### config.mk
export PLATFORM = sky130hd
export DESIGN_NAME = cpu_control_fsm_flat
export DESIGN_NICKNAME = d
export VERILOG_FILES = /design/src/rtl/cpu_control_fsm_pkg.sv /design/src/rtl/cpu_control_fsm_if.sv /design/src/rtl/cpu_control_fsm_branch_eval.sv /design/src/rtl/cpu_control_fsm.sv /design/src/flat_wrapper.sv
export SDC_FILE = /design/constraint.sdc
export NUM_CORES = 1
export LEC_CHECK = 0
export BUFFER_PORTS_ARGS = -buffer_cell sky130_fd_sc_hd__buf_2
export CAP_MARGIN = 20
export CORE_MARGIN = 10
export CORE_UTILIZATION = 41
export DETAILED_ROUTE_END_ITERATION = 8
export GPL_ROUTABILITY_DRIVEN = 0
export HOLD_SLACK_MARGIN = 0.06
export PLACE_DENSITY = 0.9
export SLEW_MARGIN = 20
export SYNTH_ARGS = -nofsm -noshare
export SYNTH_HDL_FRONTEND = slang
export SYNTH_SLANG_ARGS = --single-unit
### constraint.sdc
create_clock -name clk -period 1.5 [get_ports clk]
set_input_delay 0.225 -clock clk [delete_from_list [all_inputs] [get_ports clk]]
set_output_delay 0.225 -clock clk [all_outputs]
set_load 0.02 [all_outputs]
### src/rtl/cpu_control_fsm_pkg.sv
// Shared definitions for the multi-cycle control unit: opcodes, ALU select codes,
// state encodings and the EXEC-stage ALU decode used by the control FSM.
package cpu_control_fsm_pkg;

    localparam int unsigned IW  = 18;
    localparam int unsigned OPW = 4;

    localparam logic [OPW-1:0] OpAdd  = 4'h0;
    localparam logic [OPW-1:0] OpAddi = 4'h1;
    localparam logic [OPW-1:0] OpAnd  = 4'h2;
    localparam logic [OPW-1:0] OpAndi = 4'h3;
    localparam logic [OPW-1:0] OpNand = 4'h4;
    localparam logic [OPW-1:0] OpNor  = 4'h5;
    localparam logic [OPW-1:0] OpLd   = 4'h6;
    localparam logic [OPW-1:0] OpSt   = 4'h7;
    localparam logic [OPW-1:0] OpCmp  = 4'h8;
    localparam logic [OPW-1:0] OpJump = 4'h9;
    localparam logic [OPW-1:0] OpJe   = 4'hA;
    localparam logic [OPW-1:0] OpJa   = 4'hB;
    localparam logic [OPW-1:0] OpJb   = 4'hC;
    localparam logic [OPW-1:0] OpJae  = 4'hD;
    localparam logic [OPW-1:0] OpJbe  = 4'hE;
    localparam logic [OPW-1:0] OpIll  = 4'hF;

    localparam logic [2:0] AluAdd  = 3'b000;
    localparam logic [2:0] AluAnd  = 3'b001;
    localparam logic [2:0] AluNand = 3'b010;
    localparam logic [2:0] AluNor  = 3'b011;
    localparam logic [2:0] AluSub  = 3'b100;
    localparam logic [2:0] AluAddi = 3'b101;
    localparam logic [2:0] AluAndi = 3'b110;

    typedef enum logic [2:0] {
        StFetch  = 3'd0,
        StDecode = 3'd1,
        StExec   = 3'd2,
        StMem    = 3'd3,
        StWb     = 3'd4
    } state_e;

    // LD/ST reuse the ADDI path to form base + imm6.
    function automatic logic [2:0] alu_sel(input logic [OPW-1:0] op);
        case (op)
            OpAnd:        return AluAnd;
            OpNand:       return AluNand;
            OpNor:        return AluNor;
            OpCmp:        return AluSub;
            OpAddi:       return AluAddi;
            OpLd, OpSt:   return AluAddi;
            OpAndi:       return AluAndi;
            default:      return AluAdd;
        endcase
    endfunction

    function automatic logic uses_imm(input logic [OPW-1:0] op);
        return (op == OpAddi) || (op == OpAndi) || (op == OpLd) || (op == OpSt);
    endfunction

endpackage

### src/rtl/cpu_control_fsm_if.sv
// Control-unit to datapath bundle: IR/handshake/flag inputs and all control strobes.
interface cpu_control_fsm_if;
    import cpu_control_fsm_pkg::*;

    logic [IW-1:0] instr;
    logic          mem_ready;
    logic          zf_in;
    logic          cf_in;
    logic [2:0]    alu_control;
    logic          alu_src_imm;
    logic          imem_read;
    logic          ir_write;
    logic          pc_inc;
    logic          pc_load;
    logic          dmem_read;
    logic          dmem_write;
    logic          mem_to_reg;
    logic          reg_write;
    logic          flag_write;
    logic          zf;
    logic          cf;
    logic [2:0]    state;

    modport master (
        input  instr, mem_ready, zf_in, cf_in,
        output alu_control, alu_src_imm, imem_read, ir_write, pc_inc, pc_load,
               dmem_read, dmem_write, mem_to_reg, reg_write, flag_write, zf, cf, state
    );

    modport slave (
        output instr, mem_ready, zf_in, cf_in,
        input  alu_control, alu_src_imm, imem_read, ir_write, pc_inc, pc_load,
               dmem_read, dmem_write, mem_to_reg, reg_write, flag_write, zf, cf, state
    );

endinterface

### src/rtl/cpu_control_fsm_branch_eval.sv
// Conditional-branch resolution from opcode and architectural flags.
module cpu_control_fsm_branch_eval
    import cpu_control_fsm_pkg::*;
(
    input  logic [OPW-1:0] i_opcode,
    input  logic           i_zf,
    input  logic           i_cf,
    output logic           o_taken
);

    always_comb begin
        o_taken = 1'b0;
        case (i_opcode)
            OpJe:    o_taken = i_zf;
            OpJa:    o_taken = !i_zf && !i_cf;
            OpJb:    o_taken = i_cf;
            OpJae:   o_taken = !i_cf;
            OpJbe:   o_taken = i_cf || i_zf;
            default: o_taken = 1'b0;
        endcase
    end

endmodule

### src/rtl/cpu_control_fsm.sv
// Multi-cycle FETCH/DECODE/EXEC/MEM/WB sequencer for the 18-bit datapath; owns ZF/CF.
module cpu_control_fsm
    import cpu_control_fsm_pkg::*;
(
    input logic                clk,
    input logic                rst_n,
    cpu_control_fsm_if.master  bus
);

    state_e         r_state;
    state_e         w_state_next;
    logic           r_zf;
    logic           r_cf;
    logic [OPW-1:0] w_opcode;
    logic           w_taken;
    logic           w_unused_instr;

    logic [2:0] w_alu_control;
    logic       w_alu_src_imm;
    logic       w_imem_read;
    logic       w_ir_write;
    logic       w_pc_inc;
    logic       w_pc_load;
    logic       w_dmem_read;
    logic       w_dmem_write;
    logic       w_mem_to_reg;
    logic       w_reg_write;
    logic       w_flag_write;

    assign w_opcode       = bus.instr[IW-1 -: OPW];
    assign w_unused_instr = ^bus.instr[IW-OPW-1:0];

    cpu_control_fsm_branch_eval u_branch_eval (
        .i_opcode (w_opcode),
        .i_zf     (r_zf),
        .i_cf     (r_cf),
        .o_taken  (w_taken)
    );

    always_ff @(posedge clk or negedge rst_n) begin
        if (!rst_n) begin
            r_state <= StFetch;
        end else begin
            r_state <= w_state_next;
        end
    end

    always_ff @(posedge clk or negedge rst_n) begin
        if (!rst_n) begin
            r_zf <= 1'b0;
            r_cf <= 1'b0;
        end else if (w_flag_write) begin
            r_zf <= bus.zf_in;
            r_cf <= bus.cf_in;
        end
    end

    always_comb begin
        w_state_next  = r_state;
        w_alu_control = AluAdd;
        w_alu_src_imm = 1'b0;
        w_imem_read   = 1'b0;
        w_ir_write    = 1'b0;
        w_pc_inc      = 1'b0;
        w_pc_load     = 1'b0;
        w_dmem_read   = 1'b0;
        w_dmem_write  = 1'b0;
        w_mem_to_reg  = 1'b0;
        w_reg_write   = 1'b0;
        w_flag_write  = 1'b0;

        case (r_state)
            StFetch: begin
                w_imem_read = 1'b1;
                if (bus.mem_ready) begin
                    w_ir_write   = 1'b1;
                    w_pc_inc     = 1'b1;
                    w_state_next = StDecode;
                end
            end
            StDecode: begin
                if (w_opcode == OpJump) begin
                    w_pc_load    = 1'b1;
                    w_state_next = StFetch;
                end else if (w_opcode == OpIll) begin
                    w_state_next = StFetch;
                end else begin
                    w_state_next = StExec;
                end
            end
            StExec: begin
                w_alu_control = alu_sel(w_opcode);
                w_alu_src_imm = uses_imm(w_opcode);
                case (w_opcode)
                    OpAdd, OpAddi, OpAnd, OpAndi, OpNand, OpNor: w_state_next = StWb;
                    OpLd, OpSt:                                  w_state_next = StMem;
                    OpCmp: begin
                        w_flag_write = 1'b1;
                        w_state_next = StFetch;
                    end
                    OpJe, OpJa, OpJb, OpJae, OpJbe: begin
                        w_pc_load    = w_taken;
                        w_state_next = StFetch;
                    end
                    default:                                     w_state_next = StFetch;
                endcase
            end
            StMem: begin
                // Address operands held so the effective address is stable across stalls.
                w_alu_control = AluAddi;
                w_alu_src_imm = 1'b1;
                if (w_opcode == OpLd) begin
                    w_dmem_read = 1'b1;
                    if (bus.mem_ready) w_state_next = StWb;
                end else if (w_opcode == OpSt) begin
                    w_dmem_write = 1'b1;
                    if (bus.mem_ready) w_state_next = StFetch;
                end else begin
                    w_state_next = StFetch;
                end
            end
            StWb: begin
                w_reg_write  = 1'b1;
                w_mem_to_reg = (w_opcode == OpLd);
                w_state_next = StFetch;
            end
            default: w_state_next = StFetch;
        endcase
    end

    // Reset forces every strobe low immediately, without waiting for a clock edge.
    assign bus.alu_control = w_alu_control & {3{rst_n}};
    assign bus.alu_src_imm = w_alu_src_imm & rst_n;
    assign bus.imem_read   = w_imem_read & rst_n;
    assign bus.ir_write    = w_ir_write & rst_n;
    assign bus.pc_inc      = w_pc_inc & rst_n;
    assign bus.pc_load     = w_pc_load & rst_n;
    assign bus.dmem_read   = w_dmem_read & rst_n;
    assign bus.dmem_write  = w_dmem_write & rst_n;
    assign bus.mem_to_reg  = w_mem_to_reg & rst_n;
    assign bus.reg_write   = w_reg_write & rst_n;
    assign bus.flag_write  = w_flag_write & rst_n;
    assign bus.zf          = r_zf;
    assign bus.cf          = r_cf;
    assign bus.state       = r_state;

endmodule

### src/flat_wrapper.sv
// flat-port wrapper written by rule: the top's interface ports become plain ports
module cpu_control_fsm_flat import cpu_control_fsm_pkg::*;
  (clk, rst_n, bus_instr, bus_mem_ready, bus_zf_in, bus_cf_in, bus_alu_control, bus_alu_src_imm, bus_imem_read, bus_ir_write, bus_pc_inc, bus_pc_load, bus_dmem_read, bus_dmem_write, bus_mem_to_reg, bus_reg_write, bus_flag_write, bus_zf, bus_cf, bus_state);
  cpu_control_fsm_if bus_i ();
  input logic clk;
  input logic rst_n;
  input wire logic [$bits(bus_i.instr)-1:0] bus_instr;
  input wire logic [$bits(bus_i.mem_ready)-1:0] bus_mem_ready;
  input wire logic [$bits(bus_i.zf_in)-1:0] bus_zf_in;
  input wire logic [$bits(bus_i.cf_in)-1:0] bus_cf_in;
  output wire logic [$bits(bus_i.alu_control)-1:0] bus_alu_control;
  output wire logic [$bits(bus_i.alu_src_imm)-1:0] bus_alu_src_imm;
  output wire logic [$bits(bus_i.imem_read)-1:0] bus_imem_read;
  output wire logic [$bits(bus_i.ir_write)-1:0] bus_ir_write;
  output wire logic [$bits(bus_i.pc_inc)-1:0] bus_pc_inc;
  output wire logic [$bits(bus_i.pc_load)-1:0] bus_pc_load;
  output wire logic [$bits(bus_i.dmem_read)-1:0] bus_dmem_read;
  output wire logic [$bits(bus_i.dmem_write)-1:0] bus_dmem_write;
  output wire logic [$bits(bus_i.mem_to_reg)-1:0] bus_mem_to_reg;
  output wire logic [$bits(bus_i.reg_write)-1:0] bus_reg_write;
  output wire logic [$bits(bus_i.flag_write)-1:0] bus_flag_write;
  output wire logic [$bits(bus_i.zf)-1:0] bus_zf;
  output wire logic [$bits(bus_i.cf)-1:0] bus_cf;
  output wire logic [$bits(bus_i.state)-1:0] bus_state;
  assign bus_i.instr = bus_instr;
  assign bus_i.mem_ready = bus_mem_ready;
  assign bus_i.zf_in = bus_zf_in;
  assign bus_i.cf_in = bus_cf_in;
  assign bus_alu_control = bus_i.alu_control;
  assign bus_alu_src_imm = bus_i.alu_src_imm;
  assign bus_imem_read = bus_i.imem_read;
  assign bus_ir_write = bus_i.ir_write;
  assign bus_pc_inc = bus_i.pc_inc;
  assign bus_pc_load = bus_i.pc_load;
  assign bus_dmem_read = bus_i.dmem_read;
  assign bus_dmem_write = bus_i.dmem_write;
  assign bus_mem_to_reg = bus_i.mem_to_reg;
  assign bus_reg_write = bus_i.reg_write;
  assign bus_flag_write = bus_i.flag_write;
  assign bus_zf = bus_i.zf;
  assign bus_cf = bus_i.cf;
  assign bus_state = bus_i.state;
  cpu_control_fsm u_core (.clk(clk), .rst_n(rst_n), .bus(bus_i));
endmodule
==> results.toml <==
[routing]
postRouteWirelength_um = 2649
route.vias.total = 829
drt_wl_cell_um = 18.65
route.antenna.remaining_nets = 0
drt_first_pass_iters = 4
dr.first_iter.drc_count = 18
vias_per_cell = 5.838
drc_errors = 0

[timing]
fmaxAchievable_mhz = 612.4
slew_headroom = 0.8013
totalNegativeSetupSlack_ns = -0.6435
timing.clock.skew_ns = 0.001560
min_period_over_period = 1.089
final.hold.worst_slack_ns = 0.2154
postLayoutSetupSlackWorst_ns = -0.1330
slew_violations = 0
setup_viol = 8
final_period_minus_worst_setup_slack_ns = 1.633
worst_tran_pin_value_ns = 0.2974
rsz0062_at_grt = "true"
number_of_endpoints_with_negative_hold_slack_in_the_final_report = 0

[final_layout]
area_growth_pct = 82.35
insertedDiodeCount = 0
fin_nets = 155
layout.cells.most_common_list = "31 x buf_4, 12 x buf_2, 7 x buf_6"
final_cell_area_um2 = 1164
layout-drive-gt1-share = 0.6825
final_common_cell = "buf_4"

[worst_setup_path]
regToRegSetupSlack_ns = 0.09
worst-endpoint-required_ns = 1.27
critPathMaxFanout = 6
worstSetupEndpointType = "primary output"
crit-reg2reg-launch = "u_core.bus.state[1]"
rr_endpoint = "u_core.bus.zf"
crit_path_start_kind = "flop"
setup.worst_path.class = "reg2out"
worst_ep_arrival_time_ns = 1.41
logic_depth_of_the_worst_register_to_register_path = 5

[synthesis]
yosys.area_share.adder = 0.09804
synth_area_per_cell_um2 = 8.508
synth_compound_gate_area_share = 0.2314
synth_mux_area_frac = 0.1039
synthesized_nets = 103
mappedNetlistArea_um2 = 638.1
synth_xor_area_frac = 0
synth_top_family_by_area = "simple AND/OR/NAND/NOR gates"
yosys.cell_types.count = 35
synthesis.instances = 75
synth_warnings = 0
synthSimpleGateAreaFrac = 0.2902
yosys_register_bits = 5
sequential_share_of_the_synthesized_area = 0.1961

[floorplan]
io_pins = 41
floorplan.core_area_um2 = 1489
initial_utilization = 0.4286
chipWidth_um = 59.45
std_cell_rows = 14
die_height_um = 59.45
die_area_um2 = 3534

[grt]
grt_util_met1 = 0.1294
grt_use_met2 = 0.2838
grt_util_all_layers = 0.1448
grt_antenna_before_repair = 0
overflow = 0
grt_first_pass_wirelength_um = 4015
first_global_vias = 883
grt.busiest_layer = "met2"
grtUsageMet3 = 0.03219
grt_max_degree = 13

[clock_tree]
cts_inserted_buffers = 3
clock_tree.htree_level_count = 1
tritoncts_clock_tree = "built"
clkLatencyLatePin_ns = 0.24
clk_pin_slew_worst_paths_ns = 0.04
tritoncts_num_sinks = 5
cts_buffer_depth = 2
clock_tree.root_cell = "clkbuf_4"

[min_path]
hold_class = "in2reg"
worstHoldPathCells = 2
hold_path_startpoint = "bus_zf_in"
whs_endpoint = "u_core.bus.zf"

[placed_design]
post-dp-hpwl_um = 1679
port_buffers = 26
place_area_um2 = 893.4

[run_status]
outcome = "complete, but fails checks"
failed_checks = "setup timing"

[power_and_ir_drop]
irDropWorstVdd_mv = 0.6958
power_mw = 1.058
p_leak_nw = 0.5334
power_per_cell_area_nw_per_um2 = 909.2

[run]
max_cap_viol_count = 0
## metrics by stage
stage	util	setup slack, ns	cells
after floorplan	-	-0.05779	75
after global placement	0.6000	-0.08725	127
after detailed placement	0.6000	-0.1320	127
after CTS	0.7008	-0.1300	139
after global routing	0.7815	-0.1937	142
final	0.7815	-0.1330	142
## layer usage
layer  share of wire  routed length (um)
met1            0.33                 878
met2            0.58                1545
met3           0.063                 167
met4           0.022                  57
met5               0                   0
## logic make-up after synthesis
| logic type | after synthesis |
|---|---|
| and+or+nand+nor | 31 |
| AOI/OAI and AO/OA | 19 |
| buffers and inverters | 9 |
| muxes | 6 |
| adders and majority gates | 5 |
| DFF | 5 |
## timing repair
action,4_1_cts,5_1_grt
setup endpoints to repair,12,15
gates resized for setup,24,23
hold endpoints to repair,5,0
hold buffers,1,0
pin swaps,4,5
buffers inserted,7,3
gates cloned,0,0
## synthesized netlist by cell type
cell | count | area share
nor2_1 | 6 | 0.035
a21oi_1 | 5 | 0.039
dfrtp_1 | 5 | 0.20
ha_1 | 5 | 0.098
mux2_2 | 5 | 0.088
inv_1 | 4 | 0.024
nor2b_1 | 4 | 0.039
and3_1 | 3 | 0.029
nand3_1 | 3 | 0.024
a211o_1 | 2 | 0.027
and2_1 | 2 | 0.020
buf_4 | 2 | 0.024
nand2_1 | 2 | 0.012
nand3b_1 | 2 | 0.024
nor3_1 | 2 | 0.016
nor4b_1 | 2 | 0.027
o211ai_1 | 2 | 0.024
o21bai_1 | 2 | 0.024
a2111oi_0 | 1 | 0.014
a2111oi_2 | 1 | 0.024
a211oi_1 | 1 | 0.012
a2bb2oi_1 | 1 | 0.014
a31oi_1 | 1 | 0.0098
and4bb_2 | 1 | 0.020
buf_2 | 1 | 0.0078
buf_6 | 1 | 0.018
clkbuf_2 | 1 | 0.0078
mux2i_1 | 1 | 0.016
nand2b_1 | 1 | 0.0098
nand4_1 | 1 | 0.0098
nor2b_2 | 1 | 0.014
nor3b_1 | 1 | 0.012
o21a_1 | 1 | 0.012
o311a_1 | 1 | 0.016
o32a_2 | 1 | 0.018
## final cells by class
cell class	count	area (um^2)
Multi-Input combinational cell	61	584.3
Timing Repair Buffer	52	389.1
Fill cell	104	325.3
Sequential cell	5	128.9
Clock buffer	4	26.28
Tap cell	16	20.02
Inverter	4	15.01
## report_power, final
part           switching, mW  leakage (nW)  internal [mW]  total, mW
logic                  0.339         0.457          0.324      0.663
registers             0.0648        0.0613          0.176      0.241
clock network         0.0539        0.0150          0.100      0.154
total                  0.458         0.533          0.600       1.06
## sequential cells by signal (all words and copies together), names as in the netlist
signal,flops
u_core.bus.zf,1
u_core.bus.cf,1
u_core.bus.state,3
## worst max path at each step
stage / to / slack [ns] / start / depth (start not counted)
2_1_floorplan: bus_dmem_read / -0.06 / u_core.bus.state[1] / 3
3_3_place_gp: bus_pc_load / -0.09 / bus_instr[15] / 7
3_5_place_dp: u_core.bus.state[2] / -0.13 / bus_instr[14] / 7
4_1_cts: bus_dmem_write / -0.13 / u_core.bus.state[2] / 3
5_1_grt: bus_pc_load / -0.19 / u_core.bus.cf / 4
6_report: bus_dmem_write / -0.13 / u_core.bus.state[2] / 3
## worst max-delay path, cell delays in order, from the launching register on
cell and delay, ns:
dfrtp_2 0.45, nand3b_1 0.23, nor4b_2 0.30, buf_4 0.19
(Power assumes the default switching activity.)
